===== src/rtl/cnn_run_ctrl.sv =====
// cnn_run_ctrl: board-side run controller that turns a bouncing start button
// into one cnn_start pulse and watches the core's cnn_done under a watchdog.
// Ports:
//   clk_100m   - single clock, rising edge
//   rst_btn_n  - asynchronous active-low reset
//   start_btn  - raw asynchronous button, active high
//   cnn_start  - one-cycle start pulse to the core
//   cnn_done   - completion pulse from the core
//   cnn_result - core result, valid in the cnn_done cycle
//   led_result - latched result, all-ones after a timeout
//   busy       - high while a run is in flight
//   timeout    - sticky: the last run hit the watchdog
//   run_cycles - cycle count of the last completed run
// Optional feature: define CNN_RUN_PERF_EN to build the run_cycles latch;
// otherwise run_cycles is tied to zero.
module cnn_run_ctrl #(
    parameter int unsigned DEBOUNCE_CYCLES = 1_000_000,
    parameter int unsigned TIMEOUT_CYCLES  = 20_000,
    parameter int unsigned RESULT_W        = 8
) (
    input  logic                clk_100m,
    input  logic                rst_btn_n,
    input  logic                start_btn,
    output logic                cnn_start,
    input  logic                cnn_done,
    input  logic [RESULT_W-1:0] cnn_result,
    output logic [RESULT_W-1:0] led_result,
    output logic                busy,
    output logic                timeout,
    output logic [31:0]         run_cycles
);
    localparam int unsigned DB_W = (DEBOUNCE_CYCLES > 1) ? $clog2(DEBOUNCE_CYCLES) : 1;
    localparam logic [DB_W-1:0] DB_LAST = DB_W'(DEBOUNCE_CYCLES - 1);
    localparam logic [31:0] TO_LIM = 32'(TIMEOUT_CYCLES);

    typedef enum logic {IDLE, RUN} state_t;

    state_t              state_q, state_d;
    logic [1:0]          sync_q, sync_d;
    logic                btn_db_q, btn_db_d;
    logic                btn_prev_q, btn_prev_d;
    logic [DB_W-1:0]     db_cnt_q, db_cnt_d;
    logic [31:0]         cnt_q, cnt_d;
    logic                cnn_start_q, cnn_start_d;
    logic                timeout_q, timeout_d;
    logic [RESULT_W-1:0] led_q, led_d;
    logic                btn_s;
    logic                req;
    logic                expired;

    assign btn_s   = sync_q[1];
    assign req     = btn_db_q & ~btn_prev_q;
    assign expired = cnt_q >= TO_LIM;

    // Button front end: the debounce counter only runs while the synchronized
    // level disagrees with the accepted level, so any bounce restarts it.
    always_comb begin
        sync_d     = {sync_q[0], start_btn};
        btn_prev_d = btn_db_q;
        btn_db_d   = btn_db_q;
        db_cnt_d   = '0;
        if (btn_s != btn_db_q) begin
            if (db_cnt_q == DB_LAST)
                btn_db_d = btn_s;
            else
                db_cnt_d = db_cnt_q + 1'b1;
        end
    end

    // Run FSM: presses during RUN are dropped, and a done in the same cycle
    // as the watchdog expiry takes priority over the timeout.
    always_comb begin
        state_d     = state_q;
        cnn_start_d = 1'b0;
        cnt_d       = cnt_q;
        led_d       = led_q;
        timeout_d   = timeout_q;
        if (state_q == IDLE) begin
            if (req) begin
                state_d     = RUN;
                cnn_start_d = 1'b1;
                timeout_d   = 1'b0;
                cnt_d       = '0;
            end
        end else begin
            cnt_d = (&cnt_q) ? cnt_q : cnt_q + 32'd1;
            if (cnn_done) begin
                led_d   = cnn_result;
                state_d = IDLE;
            end else if (expired) begin
                led_d     = '1;
                timeout_d = 1'b1;
                state_d   = IDLE;
            end
        end
    end

    always_ff @(posedge clk_100m or negedge rst_btn_n) begin
        if (!rst_btn_n) begin
            state_q     <= IDLE;
            sync_q      <= '0;
            btn_db_q    <= 1'b0;
            btn_prev_q  <= 1'b0;
            db_cnt_q    <= '0;
            cnt_q       <= '0;
            cnn_start_q <= 1'b0;
            timeout_q   <= 1'b0;
            led_q       <= '0;
        end else begin
            state_q     <= state_d;
            sync_q      <= sync_d;
            btn_db_q    <= btn_db_d;
            btn_prev_q  <= btn_prev_d;
            db_cnt_q    <= db_cnt_d;
            cnt_q       <= cnt_d;
            cnn_start_q <= cnn_start_d;
            timeout_q   <= timeout_d;
            led_q       <= led_d;
        end
    end

`ifdef CNN_RUN_PERF_EN
    logic [31:0] run_cycles_q, run_cycles_d;

    always_comb
        run_cycles_d = (state_q == RUN && cnn_done) ? cnt_q : run_cycles_q;

    always_ff @(posedge clk_100m or negedge rst_btn_n) begin
        if (!rst_btn_n)
            run_cycles_q <= '0;
        else
            run_cycles_q <= run_cycles_d;
    end

    assign run_cycles = run_cycles_q;
`else
    assign run_cycles = '0;
`endif

    assign cnn_start  = cnn_start_q;
    assign busy       = (state_q == RUN);
    assign timeout    = timeout_q;
    assign led_result = led_q;

endmodule

===== config.mk =====
export PLATFORM = sky130hd
export DESIGN_NAME = cnn_run_ctrl
export DESIGN_NICKNAME = d
export VERILOG_FILES = /design/src/rtl/cnn_run_ctrl.sv
export SDC_FILE = /design/constraint.sdc
export NUM_CORES = 1
export LEC_CHECK = 0
export BUFFER_PORTS_ARGS = -buffer_cell sky130_fd_sc_hd__buf_2
export CAP_MARGIN = 0
export CORE_MARGIN = 4
export CORE_UTILIZATION = 45
export CTS_BUF_LIST = sky130_fd_sc_hd__clkbuf_8
export DETAILED_ROUTE_END_ITERATION = 12
export PLACE_DENSITY = 0.66
export SLEW_MARGIN = 20
export SYNTH_ARGS = -nofsm -noshare
export SYNTH_HDL_FRONTEND = slang
export SYNTH_SLANG_ARGS = --single-unit

===== constraint.sdc =====
create_clock -name clk_100m -period 3.8 [get_ports clk_100m]
set_input_delay 0.19 -clock clk_100m [delete_from_list [all_inputs] [get_ports clk_100m]]
set_output_delay 0.19 -clock clk_100m [all_outputs]
set_load 0.02 [all_outputs]

==> qor.yml <==
clock_tree:
  numClockSinks: 67
  htreeDepth: 3
  clk_path_buf_depth: 2
  cts.reportedPaths.clkPinSlew_ps: 80
  cts_buffers: 9
  root_buffer: "clkbuf_8"
  clk_latency_ps: 350
  cts_tree: "yes"
detailed_routing:
  postRouteAntennaNets: 0
  avgRoutedWirePerCell_um: 15.0
  drtIter0Drc: 161
  wirelength_um: 7450
  drcViolationCount: 0
  via_count: 2708
  vias_per_cell: 5.45
  first_pass_iters: 4
synth:
  synth.top_cells.by_area: "dfrtp_1 47%, buf_4 6.7%, nand2_1 3.5%"
  syn_area_um2: 3600
  netlist_instances: 362
  synthFlopType: "dfrtp_1"
  seq_area_frac_synth_pct: 46.5
  yosysTopAreaCellShare_pct: 46.5
  synth.distinct_cells: 53
  ys.warnings.count: 0
  ys_ff_latch: 67
  synth_edf_count: 0
  synthArstFlopShare_pct: 100
  syn_avg_cell_area_um2: 9.96
  synth_top_area_cell: "dfrtp_1"
layout:
  n_fill_cell: 748
  regArea_um2: 1680
  multi_input_area_um2: 1720
  antenna_cells: 0
  layout-drive-gt1-share_pct: 13.7
  mostFrequentLayoutCell: "dfrtp_1"
  area_growth_syn_to_layout_pct: 9.27
  final_cell_mix: "67 x dfrtp_1, 34 x nand2_1, 32 x conb_1, 31 x nor2_1, 22 x buf_2"
  finalNetCount: 405
floorplan:
  ios: 55
  die_y_um: 97.5
  row_count: 32
  die_x_um: 97.5
  design.die.area_um2: 9510
  start_util_pct: 46.4
  core-area_um2: 7770
setup_path:
  slowest_stage: "nand2b_1"
  cp-end-kind: "register"
  r2r_slack_ps: 1410
  critical_path.max_fanout: 22
  crit_arrival_ps: 2650
  cp.required_ps: 4060
  timing.critical_path.from_type: "register"
  cp_cell_sequence: "inv_2 > nand2b_1 > clkinv_1 > o31ai_1"
  max_stage_delay_ps: 680
  worst-setup-path-type: "reg2reg"
  critPathBufInv: 2
  crit_family: "simple AND/OR/NAND/NOR gates"
run:
  maxCapViolCount: 0
global_route:
  antenna_found_initial: 0
  grt_max_degree: 33
  grt_usage_pct: 16.6
  grt_pass1_wl_um: 12800
  grt_pass1_vias: 2560
  grt.overflow.total: 0
run_status:
  status: "complete, no violations"
sta:
  fmax_ghz: 0.418
  slew_violations: 0
  final_hold_viol_count: 0
  fin_skew_ps: 8.41
  finalCritPeriodShare_pct: 63.0
  setup_violations: 0
  hold_slack_ps: 72.1
  tightest_slew_ps: 900
  rsz0062_at_grt: "false"
  tns_ps: 0
  slew_headroom_pct: 40.0
  period_needed_ps: 2390
power:
  vdd_drop_max_uv: 285
  power_density_nw_per_um2: 378
  p_leak_nw: 1.74
place:
  dpl.hpwl_um: 5250
  place_congestion: 0.800
  io_buffers: 22
min_path:
  hp-class: "in2reg"
-- report_power, final --
group,switching (W),total (W),internal (W)
registers,0.0000159,0.000747,0.000731
logic,0.0000766,0.000106,0.0000295
clock network,0.000279,0.000634,0.000355
total,0.000371,0.00149,0.00112
-- worst paths after layout --
kind / start / end / cells after the start
min: cnn_done / timeout / 2
min in group asynchronous: rst_btn_n / cnt_q[15] / 2
max in group asynchronous: rst_btn_n / cnt_q[17] / 3
max reg2reg: busy / cnt_q[1] / 4
max: busy / cnt_q[1] / 4
min reg2reg: sync_q[0] / sync_q[1] / 0
-- synthesized netlist by cell type (6+ instances only) --
master    number
buf_4         32
dfrtp_1       67
inv_1          9
mux2i_1        9
nand2_1       34
nand3_1       21
nand4_1       14
nor2_1        31
nor4_1         6
o211ai_1       8
o21ai_1        6
o22a_1         8
o31ai_1        9
or4_1          9
xnor2_1       12
xor2_1        12
-- state kept, by name, indices dropped and copies added (netlist names) --
register and cells:
sync_q 2, cnn_start 1, led_result 8, busy 1, timeout 1, db_cnt_q 20, btn_db_q 1, btn_prev_q 1
cnt_q 32
-- cells by family after synthesis --
kind of cell    count (synthesis)  synth area share, %
simple gates                  152                 23.9
flops                          67                 46.5
compound gates                 54                 10.8
buf+inv                        51                 8.92
xor+xnor                       24                 5.83
mux                            10                 2.81
fa+ha+maj                       3                 1.04
other cells                     1                0.104
-- what timing repair did --
action,4_1_cts,5_1_grt
hold endpoints to repair,16,0
hold buffers,2,0
resized for setup,0,0
buffers inserted,0,0
-- routing by layer --
layer	wire length [um]	GRT usage, %	vias up
li1	-	-	1305
met1	3510	23.8	1304
met2	3320	24.0	92
met3	512	4.16	7
met4	104	6.28	0
met5	0	0	-
-- per-stage QoR --
step	cells	area, um^2	worst slack, ps	power (W)	util, %
2_1_floorplan	393	3720	1830	0.000848	-
3_3_place_gp	478	3690	1370	0.000861	47.5
3_5_place_dp	479	3710	1390	0.000867	47.7
4_1_cts	497	3940	1400	0.00150	50.7
5_1_grt	497	3940	1170	0.00155	50.7
6_report	497	3940	1410	0.00149	50.7
-- final cells by class --
class,instances,share of cell area (%)
Multi-Input combinational cell,275,43.7
Clock inverter,4,1.21
Inverter,11,1.05
Clock buffer,12,4.19
Sequential cell,67,42.6
Timing Repair Buffer,26,4.00
Tap cell,102,3.24
Power figures use the tool's default switching activity.
